<file path="config.mk">
export PLATFORM = sky130hd
export DESIGN_NAME = peak_dpu_dsp_scb_flat
export DESIGN_NICKNAME = d
export VERILOG_FILES = /design/src/rtl/peak_dpu_dsp_scb_if.sv /design/src/rtl/peak_dpu_dsp_scb.sv /design/src/flat_wrapper.sv
export SDC_FILE = /design/constraint.sdc
export NUM_CORES = 1
export LEC_CHECK = 0
export ABC_AREA = 1
export CORE_MARGIN = 3
export CORE_UTILIZATION = 61
export CTS_BUF_LIST = sky130_fd_sc_hd__clkbuf_16
export CTS_CLUSTER_SIZE = 12
export DETAILED_ROUTE_END_ITERATION = 7
export DONT_BUFFER_PORTS = 1
export PLACE_DENSITY_LB_ADDON = 0.2
export SLEW_MARGIN = 25
export SYNTH_ARGS = -nofsm -noshare
export SYNTH_HDL_FRONTEND = slang
export SYNTH_SLANG_ARGS = --single-unit
</file>
<file path="constraint.sdc">
create_clock -name clk -period 5.2 [get_ports clk]
set_input_delay 1.04 -clock clk [delete_from_list [all_inputs] [get_ports clk]]
set_output_delay 1.04 -clock clk [all_outputs]
set_load 0.05 [all_outputs]
</file>
<file path="src/rtl/peak_dpu_dsp_scb_if.sv">
// peak_dpu_dsp_scb_if: decode-to-dispatch bundle, writeback release and grant signals
interface peak_dpu_dsp_scb_if #(
  parameter int ISS_W = 2,
  parameter int AW    = 5,
  parameter int NWB   = 3
);
  logic                dsp_rdy;
  logic                flush;
  logic [ISS_W-1:0]    slot_vld;
  logic [ISS_W-1:0]    slot_rs0_vld;
  logic [ISS_W-1:0]    slot_rs1_vld;
  logic [ISS_W*AW-1:0] slot_rs0_addr;
  logic [ISS_W*AW-1:0] slot_rs1_addr;
  logic [ISS_W-1:0]    slot_rd_vld;
  logic [ISS_W*AW-1:0] slot_rd_addr;
  logic [ISS_W*2-1:0]  slot_cls;
  logic [ISS_W-1:0]    slot_is_br;
  logic [NWB-1:0]      wb_vld;
  logic [NWB*AW-1:0]   wb_addr;
  logic [2:0]          unit_busy;
  logic [ISS_W-1:0]    slot_iss;
  modport master (
    output dsp_rdy, flush, slot_vld, slot_rs0_vld, slot_rs1_vld, slot_rs0_addr, slot_rs1_addr,
           slot_rd_vld, slot_rd_addr, slot_cls, slot_is_br, wb_vld, wb_addr, unit_busy,
    input  slot_iss
  );
  modport slave (
    input  dsp_rdy, flush, slot_vld, slot_rs0_vld, slot_rs1_vld, slot_rs0_addr, slot_rs1_addr,
           slot_rd_vld, slot_rd_addr, slot_cls, slot_is_br, wb_vld, wb_addr, unit_busy,
    output slot_iss
  );
endinterface

</file>
<file path="src/rtl/peak_dpu_dsp_scb.sv">
// peak_dpu_dsp_scb: in-order ISS_W-slot dispatch with long-latency pending scoreboard
// Ports: clk, rst (sync, active-high); bus (slave: bundle in, writebacks in, slot_iss out);
// pend_vec (registered pending registers); stall_cnt (saturating slot-0 stall cycles).
// Option: PEAK_DPU_SCB_WB_BYPASS_EN lets a same-cycle writeback release a RAW source.
module peak_dpu_dsp_scb #(
  parameter int ISS_W = 2,
  parameter int NREG  = 32,
  parameter int AW    = 5,
  parameter int NWB   = 3,
  parameter int CNT_W = 16
) (
  input  logic               clk,
  input  logic               rst,
  peak_dpu_dsp_scb_if.slave  bus,
  output logic [NREG-1:0]    pend_vec,
  output logic [CNT_W-1:0]   stall_cnt
);
  localparam int NR = 1 << AW;
  logic [AW-1:0] rs0 [ISS_W];
  logic [AW-1:0] rs1 [ISS_W];
  logic [AW-1:0] rd  [ISS_W];
  logic [1:0]    cls [ISS_W];
  logic [AW-1:0] wba [NWB];
  logic [NR-1:0] pend_w, clr, set, rel;
  logic [ISS_W-1:0] haz, iss;
  logic [3:0] busy_c;
  logic ok;
  for (genvar k = 0; k < ISS_W; k++) begin : g_slot
    assign rs0[k] = bus.slot_rs0_addr[k*AW +: AW];
    assign rs1[k] = bus.slot_rs1_addr[k*AW +: AW];
    assign rd[k]  = bus.slot_rd_addr[k*AW +: AW];
    assign cls[k] = bus.slot_cls[k*2 +: 2];
  end
  for (genvar w = 0; w < NWB; w++) begin : g_wb
    assign wba[w] = bus.wb_addr[w*AW +: AW];
  end
  assign pend_w = NR'(pend_vec);
  // class 0 has no unit, so index 0 of this vector is a constant "not busy"
  assign busy_c = {bus.unit_busy, 1'b0};
  always_comb begin
    clr = '0;
    for (int i = 0; i < NWB; i++)
      if (bus.wb_vld[i]) clr[wba[i]] = 1'b1;
  end
`ifdef PEAK_DPU_SCB_WB_BYPASS_EN
  assign rel = clr;
`else
  assign rel = '0;
`endif
  always_comb begin
    haz = '0;
    iss = '0;
    set = '0;
    ok  = bus.dsp_rdy && !bus.flush;
    for (int k = 0; k < ISS_W; k++) begin
      haz[k] = (bus.slot_rs0_vld[k] && rs0[k] != '0 && pend_w[rs0[k]] && !rel[rs0[k]]) ||
               (bus.slot_rs1_vld[k] && rs1[k] != '0 && pend_w[rs1[k]] && !rel[rs1[k]]) ||
               (bus.slot_rd_vld[k]  && rd[k]  != '0 && pend_w[rd[k]]) ||
               busy_c[cls[k]];
      for (int j = 0; j < k; j++)
        if (bus.slot_vld[j])
          haz[k] = haz[k] ||
                   (bus.slot_rd_vld[j] && rd[j] != '0 &&
                    (rd[j] == rs0[k] || rd[j] == rs1[k] || rd[j] == rd[k])) ||
                   (cls[j] != 2'd0 && cls[j] == cls[k]) ||
                   bus.slot_is_br[j];
      // each grant also gates every younger slot, keeping issue in order
      iss[k] = ok && bus.slot_vld[k] && !haz[k];
      ok     = iss[k];
      if (iss[k] && cls[k] != 2'd0 && bus.slot_rd_vld[k] && rd[k] != '0) set[rd[k]] = 1'b1;
    end
  end
  assign bus.slot_iss = iss;
  always_ff @(posedge clk) begin
    if (rst) begin
      pend_vec  <= '0;
      stall_cnt <= '0;
    end else begin
      pend_vec <= NREG'((pend_w & ~clr) | set);
      if (bus.slot_vld[0] && bus.dsp_rdy && !bus.flush && !iss[0] && !(&stall_cnt))
        stall_cnt <= stall_cnt + CNT_W'(1);
    end
  end
endmodule

</file>
<file path="src/flat_wrapper.sv">
// flat-port wrapper written by rule: the top's interface ports become plain ports
module peak_dpu_dsp_scb_flat 
#(
  parameter int ISS_W = 2,
  parameter int NREG  = 32,
  parameter int AW    = 5,
  parameter int NWB   = 3,
  parameter int CNT_W = 16
)
  (clk, rst, pend_vec, stall_cnt, bus_dsp_rdy, bus_flush, bus_slot_vld, bus_slot_rs0_vld, bus_slot_rs1_vld, bus_slot_rs0_addr, bus_slot_rs1_addr, bus_slot_rd_vld, bus_slot_rd_addr, bus_slot_cls, bus_slot_is_br, bus_wb_vld, bus_wb_addr, bus_unit_busy, bus_slot_iss);
  peak_dpu_dsp_scb_if #(.ISS_W(ISS_W), .AW(AW), .NWB(NWB)) bus_i ();
  input  logic clk;
  input  logic rst;
  output logic [NREG-1:0] pend_vec;
  output logic [CNT_W-1:0] stall_cnt;
  input wire logic [$bits(bus_i.dsp_rdy)-1:0] bus_dsp_rdy;
  input wire logic [$bits(bus_i.flush)-1:0] bus_flush;
  input wire logic [$bits(bus_i.slot_vld)-1:0] bus_slot_vld;
  input wire logic [$bits(bus_i.slot_rs0_vld)-1:0] bus_slot_rs0_vld;
  input wire logic [$bits(bus_i.slot_rs1_vld)-1:0] bus_slot_rs1_vld;
  input wire logic [$bits(bus_i.slot_rs0_addr)-1:0] bus_slot_rs0_addr;
  input wire logic [$bits(bus_i.slot_rs1_addr)-1:0] bus_slot_rs1_addr;
  input wire logic [$bits(bus_i.slot_rd_vld)-1:0] bus_slot_rd_vld;
  input wire logic [$bits(bus_i.slot_rd_addr)-1:0] bus_slot_rd_addr;
  input wire logic [$bits(bus_i.slot_cls)-1:0] bus_slot_cls;
  input wire logic [$bits(bus_i.slot_is_br)-1:0] bus_slot_is_br;
  input wire logic [$bits(bus_i.wb_vld)-1:0] bus_wb_vld;
  input wire logic [$bits(bus_i.wb_addr)-1:0] bus_wb_addr;
  input wire logic [$bits(bus_i.unit_busy)-1:0] bus_unit_busy;
  output wire logic [$bits(bus_i.slot_iss)-1:0] bus_slot_iss;
  assign bus_i.dsp_rdy = bus_dsp_rdy;
  assign bus_i.flush = bus_flush;
  assign bus_i.slot_vld = bus_slot_vld;
  assign bus_i.slot_rs0_vld = bus_slot_rs0_vld;
  assign bus_i.slot_rs1_vld = bus_slot_rs1_vld;
  assign bus_i.slot_rs0_addr = bus_slot_rs0_addr;
  assign bus_i.slot_rs1_addr = bus_slot_rs1_addr;
  assign bus_i.slot_rd_vld = bus_slot_rd_vld;
  assign bus_i.slot_rd_addr = bus_slot_rd_addr;
  assign bus_i.slot_cls = bus_slot_cls;
  assign bus_i.slot_is_br = bus_slot_is_br;
  assign bus_i.wb_vld = bus_wb_vld;
  assign bus_i.wb_addr = bus_wb_addr;
  assign bus_i.unit_busy = bus_unit_busy;
  assign bus_slot_iss = bus_i.slot_iss;
  peak_dpu_dsp_scb #(.ISS_W(ISS_W), .NREG(NREG), .AW(AW), .NWB(NWB), .CNT_W(CNT_W)) u_core (.clk(clk), .rst(rst), .bus(bus_i), .pend_vec(pend_vec), .stall_cnt(stall_cnt));
endmodule
</file>
==> summary.txt <==
Timing
  • Share of the cycle needed by the critical path after routing: 0.710
  • Worst Max-Slew Pin Slew: 1.06 ns
  • Setup repair after global routing missed its margin: no
  • Final Max Slew Viols: 0
  • Setup Total Neg Slack: 0 ns
  • Fin Clk Skew: 0.00771 ns
  • Hold Fails Final Rpt: 0
  • Relative slew margins: 0.291
  • Min cycle time layout: 3.69 ns
  • Highest Clock Rate: 0.271 GHz
  • Final setup vio count: 0

Status
  • Run status: finished clean

Setup path
  • Reg-to-reg setup timing slack: 1.92 ns
  • Type of the setup path with the least slack: reg2out
  • CP max FO: 5
  • Cell chain of the critical path: inv_1 > o21ai_0 > nand3_1 > nand2_1 > inv_1 > nand3_1 > nand2_1 > nor2_1 > nor2_4 > inv_2 > nor3_2 > buf_4
  • Capturing element type of the critical path: output pin
  • Maximum single-stage delay on the critical path: 0.90 ns
  • Required arrival time at the worst endpoint: 4.16 ns
  • Worst-path cell with the longest stage delay: sky130_fd_sc_hd__dfxtp_1
  • Worst setup SP type: flop
  • Family with the most delay on the worst path: flip-flops
  • Buffers & Inverters on Critical Path: 4
  • CP arrival: 2.65 ns

Detailed routing
  • Average vias per placed instance: 6.30
  • Iteration-0 DRC Markers: 1313
  • Residual antenna-violating net count after detailed routing: 0
  • Detailed-route DRC error count: 0
  • First-pass detailed-route iteration total: 6
  • Via Count: 7907
  • Total length of routed wires: 23100 um
  • Average wire per cell in the routed design: 18.4 um

Synth
  • Synth Net Count: 1232
  • Share of synthesized registers carrying an async set or reset: 0
  • #FFs+latches synth: 48
  • Most numerous cell types in the synthesized netlist: sky130_fd_sc_hd__nand2_1 (324), sky130_fd_sc_hd__inv_1 (140), sky130_fd_sc_hd__nor2_1 (139)
  • Count of flip-flops with a built-in enable after synthesis: 0
  • Synth Warn #: 0
  • Synth Area in Simple Gates: 0.482
  • Top cell type's share of synthesized area: 0.196
  • Most common cell in the synthesized netlist: sky130_fd_sc_hd__nand2_1
  • Compound-Gate Fraction of Synth Area: 0.191
  • Leading post-synthesis cells by cell area: sky130_fd_sc_hd__nand2_1 (20%), sky130_fd_sc_hd__dfxtp_1 (16%), sky130_fd_sc_hd__a21oi_1 (9.4%)
  • Synth Flop Type: sky130_fd_sc_hd__dfxtp_1
  • Mux contribution to synthesized area: 0
  • Post-synthesis sequential area ratio: 0.155
  • Gate count after technology mapping: 1162
  • Largest family of logic cells by synthesized area: simple AND/OR/NAND/NOR gates
  • Library cell with the largest summed area after synthesis: sky130_fd_sc_hd__nand2_1
  • Post-synthesis instance area: 0.00619 mm2
  • Cell variety after synth: 34
  • Adder-Cell Fraction of Synth Area: 0.00202
  • Xor-xnor portion of the synthesized cell area: 0.0241
  • Per-instance average area after synthesis: 5.33 um2

Clock tree
  • # hold bufs at CTS: 0
  • Cell at the root of the clock tree: sky130_fd_sc_hd__clkbuf_16
  • Clock buffer count from CTS: 5
  • CTS tree: done
  • Clock latency of the later-clocked register in the worst-skew pair: 0.29 ns
  • Clk buf depth: 2
  • Post-cts gate resize count: 0
  • CTS HTree Levels: 2
  • Post-CTS Repair Setup Buffers: 0
  • Number of clock sinks: 48
  • Clock input transition at the sequential cells of the worst setup and hold paths: 0.06 ns

Die
  • Area of the core: 0.00982 mm2
  • Height of the die: 107 um
  • Die width: 107 um
  • Effective utilization at floorplan: 0.630
  • IO Count: 119
  • Die area: 0.0114 mm2
  • Row count: 36

Final layout
  • Antenna Cells: 0
  • Non-Filler Instances: 1255
  • Post-layout net count: 1191
  • Fillers: 1039
  • Layout Utilization: 0.635
  • Fraction of final layout cells with drive strength greater than 1: 0.0330
  • Signed area change from the synthesized netlist to the final layout: 0.647%

Pwr
  • Power consumption: 0.882 mW
  • Power per unit of standard cell area: 142 mW/mm2
  • Worst IR Drop VDD: 0.000210 V
  • Standby leakage power: 2.47 nW

Placed design
  • Instance count after placement with tap cells included: 1247
  • Total half-perimeter wirelength after legalization and detailed placement: 16700 um
  • Number of buffer cells added on primary ports: 0
  • GPL Wtd Cong: 1.01

Global routing
  • Number of global-route vias before repair: 6937
  • GRT Resource Usage Total: 0.399
  • Pin count of the biggest net entering global routing: 49
  • Total grt overflow: 0
  • Wire length of the first global-routing pass: 36100 um
  • Initial antenna violation count: 0

Min path
  • Path category of the worst min-delay check: reg2reg

Flow run
  • MaxCap Viol Count: 0
==> path summary, 6_finish.rpt <==
path | from | endpoint | depth (start not counted)
setup / recovery | u_core.pend_vec[18]$_SDFF_PP0_ | bus_slot_iss[1] | 12
hold / removal | u_core.stall_cnt[7]$_SDFFE_PP0P_ | u_core.stall_cnt[7]$_SDFFE_PP0P_ | 2
setup reg to reg | u_core.pend_vec[18]$_SDFF_PP0_ | u_core.stall_cnt[13]$_SDFFE_PP0P_ | 10
hold reg to reg | u_core.stall_cnt[7]$_SDFFE_PP0P_ | u_core.stall_cnt[7]$_SDFFE_PP0P_ | 2
==> per-stage QoR <==
| step | hold slack (ns) | instance area [um2] | worst slack, ns |
|---|---|---|---|
| final | 0.729 | 6230 | 1.51 |
| after CTS | 0.732 | 6230 | 1.54 |
| after floorplan | 0.701 | 6190 | 1.69 |
| after global routing | 0.754 | 6230 | 1.35 |
| after global placement | 0.717 | 6080 | 1.61 |
| after detailed placement | 0.724 | 6080 | 1.58 |
==> tightest hold or removal path, cell delays in order (launching register included) <==
cell and delay (ns):
sky130_fd_sc_hd__dfxtp_1 0.49, sky130_fd_sc_hd__nand2_1 0.14, sky130_fd_sc_hd__a21oi_1 0.05
==> power breakdown <==
part / switching [mW] / total (mW) / leakage, nW / internal (mW)
registers: 0.00401 / 0.372 / 0.387 / 0.368
clock network: 0.140 / 0.316 / 0.0635 / 0.176
logic: 0.138 / 0.193 / 2.02 / 0.0554
total: 0.282 / 0.882 / 2.47 / 0.600
==> registers in the layout (all words and copies together), names as in the netlist <==
signal / count
u_core.pend_vec: 32
u_core.stall_cnt: 16
==> layout make-up <==
class / instances / area, um2 / area share
sequential: 48 / 961 / 0.154
clock inverter: 3 / 18.8 / 0.00301
inverter: 148 / 558 / 0.0896
clock buffer: 5 / 125 / 0.0201
multi-input combinational: 910 / 4340 / 0.697
timing repair buffer: 8 / 60.1 / 0.00964
tap: 133 / 166 / 0.0267
==> metal layers <==
layer / track usage / share of wire
met5: 0 / 0
met4: 0.243 / 0.073
met3: 0.113 / 0.15
met2: 0.589 / 0.42
met1: 0.513 / 0.36
==> cells by family after synthesis <==
kind of cell / after synthesis
simple gates: 684
compound gates: 208
buf+inv: 204
flops: 48
xor+xnor: 17
fa+ha+maj: 1
==> cell usage in the layout, fill, tap and decap left out, drive strengths merged, types with 2 or more instances in the layout <==
cell type,instances
nand3b,4
o211ai,43
inv,147
nor4,5
buf,8
xor2,11
clkinvlp,2
nor3,39
dfxtp,48
o41ai,2
or2,2
nand4,64
xnor2,6
clkbuf,5
o21ai,41
a31oi,2
nand3,101
nor2,142
nand2,327
a21oi,116
clkinv,2
Note: power is estimated with default switching activity, not from simulation.
